<file path="src/rtl/bdd_table_loader.sv">
// bdd_table_loader
// Framed byte-stream programmer for the two BDD accelerator tables.
// A frame is: HDR {sel, 3'bx, cnt[3:0]}, ADDR byte, then cnt+1 words sent
// MSB first (RAM1 words use B1 bytes, RAM2 words use B2 bytes).
// Every assembled word is written with a single-cycle we1/we2 strobe.
// The write port shares one in_addr, which advances and wraps inside the frame.
// The loader takes no byte during a strobe cycle, so each word costs B+1 cycles.

module bdd_table_loader #(
    parameter int RAM1_DATA_WIDTH = 34,
    parameter int RAM2_DATA_WIDTH = 18,
    parameter int ADDR_WIDTH      = 4
) (
    input  logic                       clk,
    input  logic                       rst,
    input  logic [7:0]                 s_data,
    input  logic                       s_valid,
    output logic                       s_ready,
    output logic                       we1,
    output logic                       we2,
    output logic [ADDR_WIDTH-1:0]      in_addr,
    output logic [RAM1_DATA_WIDTH-1:0] ram1_data_in,
    output logic [RAM2_DATA_WIDTH-1:0] ram2_data_in,
    output logic                       busy,
    output logic                       load_done
);

    // Bytes per word for each table, and the assembly register width.
    // The assembly register only needs to be as wide as the widest word.
    // Bits shifted out above that width are exactly the ignored excess bits.
    localparam int B1    = (RAM1_DATA_WIDTH + 7) / 8;
    localparam int B2    = (RAM2_DATA_WIDTH + 7) / 8;
    localparam int BMAX  = (B1 > B2) ? B1 : B2;
    localparam int ASM_W = (RAM1_DATA_WIDTH > RAM2_DATA_WIDTH) ? RAM1_DATA_WIDTH
                                                               : RAM2_DATA_WIDTH;
    localparam int BC_W  = (BMAX > 1) ? $clog2(BMAX) : 1;

    localparam logic [BC_W-1:0] B1_LAST = BC_W'(B1 - 1);
    localparam logic [BC_W-1:0] B2_LAST = BC_W'(B2 - 1);

    typedef enum logic [1:0] {
        S_HDR  = 2'd0,
        S_ADDR = 2'd1,
        S_DATA = 2'd2,
        S_WR   = 2'd3
    } state_t;

    state_t                     state_q, state_d;
    logic                       sel_q, sel_d;        // 0 = RAM1, 1 = RAM2
    logic [3:0]                 cnt_q, cnt_d;        // words remaining after current
    logic [ADDR_WIDTH-1:0]      addr_q, addr_d;      // address of the word in assembly
    logic [BC_W-1:0]            bcnt_q, bcnt_d;      // bytes of current word accepted
    logic [ASM_W-1:0]           asm_q, asm_d;        // word assembly shift register

    logic                       s_ready_q, s_ready_d;
    logic                       we1_q, we1_d;
    logic                       we2_q, we2_d;
    logic [ADDR_WIDTH-1:0]      in_addr_q, in_addr_d;
    logic [RAM1_DATA_WIDTH-1:0] ram1_q, ram1_d;
    logic [RAM2_DATA_WIDTH-1:0] ram2_q, ram2_d;
    logic                       busy_q, busy_d;
    logic                       load_done_q, load_done_d;

    logic                       accept;
    logic [BC_W-1:0]            word_last;
    logic [ASM_W-1:0]           asm_shift;

    // Next-state, datapath and registered-output logic for the frame parser.
    always_comb begin
        state_d     = state_q;
        sel_d       = sel_q;
        cnt_d       = cnt_q;
        addr_d      = addr_q;
        bcnt_d      = bcnt_q;
        asm_d       = asm_q;
        we1_d       = 1'b0;
        we2_d       = 1'b0;
        load_done_d = 1'b0;
        in_addr_d   = in_addr_q;
        ram1_d      = ram1_q;
        ram2_d      = ram2_q;

        // A byte is taken only when the registered ready is high.
        // The host sees exactly this same ready value.
        accept    = s_valid && s_ready_q;
        word_last = sel_q ? B2_LAST : B1_LAST;
        asm_shift = (asm_q << 8) | ASM_W'(s_data);

        case (state_q)
            S_HDR: begin
                if (accept) begin
                    sel_d   = s_data[7];
                    cnt_d   = s_data[3:0];
                    state_d = S_ADDR;
                end
            end

            S_ADDR: begin
                if (accept) begin
                    addr_d  = s_data[ADDR_WIDTH-1:0];
                    bcnt_d  = '0;
                    state_d = S_DATA;
                end
            end

            S_DATA: begin
                if (accept) begin
                    asm_d = asm_shift;
                    if (bcnt_q == word_last) begin
                        // The last byte of the word has arrived.
                        // Drive the strobe and data straight into the output registers.
                        bcnt_d      = '0;
                        state_d     = S_WR;
                        in_addr_d   = addr_q;
                        load_done_d = (cnt_q == 4'd0);
                        if (sel_q) begin
                            we2_d  = 1'b1;
                            ram2_d = asm_shift[RAM2_DATA_WIDTH-1:0];
                        end else begin
                            we1_d  = 1'b1;
                            ram1_d = asm_shift[RAM1_DATA_WIDTH-1:0];
                        end
                    end else begin
                        bcnt_d = bcnt_q + 1'b1;
                    end
                end
            end

            S_WR: begin
                // Strobe cycle: advance the address, which wraps naturally.
                // Then either fetch the next word or end the frame.
                addr_d = addr_q + 1'b1;
                if (cnt_q == 4'd0) begin
                    state_d = S_HDR;
                end else begin
                    cnt_d   = cnt_q - 1'b1;
                    state_d = S_DATA;
                end
            end

            default: begin
                state_d = S_HDR;
            end
        endcase

        s_ready_d = (state_d != S_WR);
        busy_d    = (state_d != S_HDR);
    end

    // State and output registers; active-low synchronous reset discards any partial frame.
    always_ff @(posedge clk) begin
        if (!rst) begin
            state_q     <= S_HDR;
            sel_q       <= 1'b0;
            cnt_q       <= '0;
            addr_q      <= '0;
            bcnt_q      <= '0;
            asm_q       <= '0;
            s_ready_q   <= 1'b0;
            we1_q       <= 1'b0;
            we2_q       <= 1'b0;
            in_addr_q   <= '0;
            ram1_q      <= '0;
            ram2_q      <= '0;
            busy_q      <= 1'b0;
            load_done_q <= 1'b0;
        end else begin
            state_q     <= state_d;
            sel_q       <= sel_d;
            cnt_q       <= cnt_d;
            addr_q      <= addr_d;
            bcnt_q      <= bcnt_d;
            asm_q       <= asm_d;
            s_ready_q   <= s_ready_d;
            we1_q       <= we1_d;
            we2_q       <= we2_d;
            in_addr_q   <= in_addr_d;
            ram1_q      <= ram1_d;
            ram2_q      <= ram2_d;
            busy_q      <= busy_d;
            load_done_q <= load_done_d;
        end
    end

    assign s_ready      = s_ready_q;
    assign we1          = we1_q;
    assign we2          = we2_q;
    assign in_addr      = in_addr_q;
    assign ram1_data_in = ram1_q;
    assign ram2_data_in = ram2_q;
    assign busy         = busy_q;
    assign load_done    = load_done_q;

endmodule
</file>
<file path="config.mk">
export PLATFORM = sky130hd
export DESIGN_NAME = bdd_table_loader
export DESIGN_NICKNAME = d
export VERILOG_FILES = /design/src/rtl/bdd_table_loader.sv
export SDC_FILE = /design/constraint.sdc
export NUM_CORES = 1
export LEC_CHECK = 0
export CORE_ASPECT_RATIO = 1.75
export CORE_MARGIN = 2
export CORE_UTILIZATION = 31
export DETAILED_ROUTE_END_ITERATION = 10
export GPL_TIMING_DRIVEN = 0
export MAX_ROUTING_LAYER = met4
export PLACE_DENSITY_LB_ADDON = 0.1
export SKIP_LAST_GASP = 1
export SYNTH_ARGS = -nofsm -noshare
export SYNTH_HDL_FRONTEND = slang
export SYNTH_SLANG_ARGS = --single-unit
</file>
<file path="constraint.sdc">
create_clock -name clk -period 1.7 [get_ports clk]
set_input_delay 0.34 -clock clk [delete_from_list [all_inputs] [get_ports clk]]
set_output_delay 0.34 -clock clk [all_outputs]
set_load 0.01 [all_outputs]
</file>
==> reports/results.txt <==
status -> finished with violations
violated checks -> setup timing
Port Buffer Count -> 71
CTS buffer count -> 9
Detailed Place HPWL -> 8.19 mm
final period utilization -> 1.02
RSZ-0062 raised after global routing -> true
final hold violation count -> 0
pwr dens -> 868 nW/um^2
met3 wire length -> 311 um
WP data required -> 1940 ps
Synth cell types -> 43
largest net degree at the start of global routing -> 18
clock slew at reported path FFs -> 70 ps
Final WS setup -> -34.0 ps
Cell Rows -> 54
r2r endpoint -> ram1_data_in[7]
Die Ht -> 154 um
Final Max Tran Viols -> 0
Worst R2R Setup Slack -> -30 ps
CTS tree -> built
FF/Latch Area -> 2030 sq um
mapped cell area -> 3990 sq um
Post-Place Worst Slack -> -678 ps
Worst Setup End Kind -> register
met2 routed WL -> 6.21 mm
Inserted Diodes -> 0
CP Launch Type -> register
Peak VDD IR -> 444 uV
mean post-synth cell area -> 8.63 sq um
area of the multi-input gates -> 1840 sq um
initial antenna violation count -> 0
Slew headroom -> 0.616
hold path depth -> 2
WHS Endpoint -> ram1_data_in[32]
sequential share of the synthesized area -> 0.507
CTS sink cnt -> 101
crit-path max FO -> 5
drt first-iter violations -> 126
Vias per Instance -> 4.81
total core area -> 12500 sq um
Setup violations, final -> 26
wire length on met1 -> 4.69 mm
Mapped Nets -> 476
Mapped Cells -> 462
I/O pins -> 72
Die W -> 89.7 um
DIE AREA -> 13800 sq um
Worst-Margin Slew -> 575 ps
setup TNS -> -578 ps
fin nets -> 570
Lkg Pwr -> 1.86 nW
Max Freq -> 0.577 GHz
root buffer cell -> clkbuf_16
clk buf depth -> 2
ANT nets after route -> 0
maxcap violations -> 0
Synth Register Bits -> 101
Skew-Pair Late Insertion Delay -> 340 ps
kind of critical path -> reg -> reg
RR Startpoint -> bcnt_q[1]
Synth Warn # -> 0
vias in the first global route -> 3452
area grow syn2layout -> 38.0%
GPL Wtd Cong -> 0.823
final core occ -> 0.440
share of post-route cells with drive strength above 1 -> 0.216
htree depth -> 3
post-layout min period -> 1730 ps
Via Count -> 3506
highest metal used -> met4
Fill cells -> 1277
drt drc -> 0
Starting Density -> 0.319
Worst EP arrival -> 1970 ps
worst min-delay path startpoint -> ram1_data_in[32]
HP Class -> reg -> reg
GR Util All Layers -> 0.167
worst r2r path cells -> 6
global-route wire length before repair -> 17.9 mm
final clock skew -> 6.64 ps
global route overflow -> 0
drt first pass iters -> 4
Total Wirelength -> 11.4 mm
routed len/inst -> 15.6 um
worst max path at each step:
stage / slack, ps / endpoint / cells after the start / startpoint
global route: -80 / ram1_data_in[4] / 6 / bcnt_q[1]
CTS: -40 / ram1_data_in[5] / 7 / sel_q
detailed placement: -680 / asm_q[13] / 6 / s_valid
floorplan: 50 / ram1_data_in[5] / 7 / bcnt_q[2]
finish: -30 / ram1_data_in[7] / 6 / bcnt_q[1]
global placement: -650 / asm_q[12] / 6 / s_valid
registers in the layout, summed over array words and instances (netlist names), 2 cells and up:
signal,cells
state_q,2
asm_q,26
in_addr,4
bcnt_q,3
ram1_data_in,34
addr_q,4
ram2_data_in,18
cnt_q,4
cell families (layout without fill, tap and decap cells):
family | count (synthesis) | in the layout | share of synthesized area
xor+xnor | 2 | 2 | 0.00440
mux | 1 | 1 | 0.00282
flops | 101 | 101 | 0.507
buf+inv | 41 | 139 | 0.0527
compound gates | 119 | 119 | 0.180
simple gates | 195 | 196 | 0.244
fa+ha+maj | 3 | 3 | 0.00942
cells in the mapped netlist:
cell type,number,area (sq um)
nor4bb_1,1,10.0
ha_1,3,37.5
o21ai_0,32,160
inv_1,5,18.8
o221ai_1,1,8.76
a31oi_1,2,12.5
nand3b_1,2,15.0
dfxtp_1,101,2020
xnor2_1,2,17.5
a211oi_1,1,7.51
and2_1,2,12.5
a311oi_1,1,8.76
buf_2,9,45.0
a2bb2oi_1,1,8.76
o21ai_1,1,5.00
o22a_1,1,8.76
buf_6,6,67.6
nand3_2,18,180
nor3b_1,1,7.51
nand2_1,116,435
and2b_1,1,7.51
clkbuf_1,15,56.3
o21ai_2,18,158
o211ai_1,1,7.51
or3b_1,1,8.76
a221oi_1,3,26.3
mux2_2,1,11.3
o31ai_1,1,7.51
nor2_1,11,41.3
nand4b_1,1,8.76
buf_1,6,22.5
nor3_1,3,15.0
nor3_4,1,16.3
a21oi_1,51,255
nand4b_4,1,23.8
nand3_1,29,145
or2_2,1,6.26
a21o_1,3,22.5
and3_1,1,6.26
or3_1,3,18.8
a211oi_2,1,12.5
nor2b_1,2,12.5
a21boi_0,1,7.51
through the flow:
stage	hold WS, ps	cell area (sq um)	power [mW]	std cells
2_1_floorplan	432	3990	2.59	462
3_3_place_gp	445	4910	2.68	701
3_5_place_dp	447	4910	2.68	701
4_1_cts	457	5330	4.83	720
5_1_grt	471	5500	4.94	729
6_report	456	5500	4.78	729
final cells by class:
class	count	share of cell area
Clock inverter	6	0.0130
Clock buffer	10	0.0434
Inverter	5	0.00341
Tap cell	168	0.0382
Sequential cell	101	0.369
Multi-Input combinational cell	321	0.335
Buffer	33	0.0441
Timing Repair Buffer	85	0.154
per-layer routing:
layer,global-route usage,vias to the layer above
met3,0.0260,10
met1,0.184,1666
met2,0.308,63
met5,-,-
met4,0.0498,0
li1,-,1767
critical path, stage by stage, from the launching register on:
cell and delay (ps):
dfxtp_2 330, or3b_1 380, buf_6 140, or3_4 460, clkbuf_16 200, nand3_2 70, o21ai_2 50
cell usage in the layout (no fill, tap or decap), drive strengths merged, types with 2 or more instances in the layout:
cell type | netlist | final
nor2 | 11 | 11
nor3 | 4 | 4
or3 | 3 | 4
ha | 3 | 3
inv | 5 | 6
buf | 21 | 30
a21o | 3 | 3
o21ai | 51 | 51
nand2 | 116 | 116
a221oi | 3 | 3
a31oi | 2 | 2
nand3b | 2 | 2
nor2b | 2 | 2
a211oi | 2 | 2
nand3 | 47 | 47
a21oi | 51 | 51
clkdlybuf4s50 | 0 | 70
clkbuf | 15 | 27
xnor2 | 2 | 2
and2 | 2 | 2
nand4b | 2 | 2
clkinv | 0 | 3
dfxtp | 101 | 101
timing repair:
item                                    CTS  global route
cloned                                    1             2
hold buffers                              0             0
pin swaps                                 8            12
setup buffers                             3             9
resized for setup                        29            42
endpoints found under the setup margin   97            89
power breakdown:
group | internal [mW] | switching, mW
Sequential | 2.38 | 0.0217
Clock | 1.20 | 0.937
Combinational | 0.0891 | 0.149
Note: power is estimated with default switching activity, not from simulation.
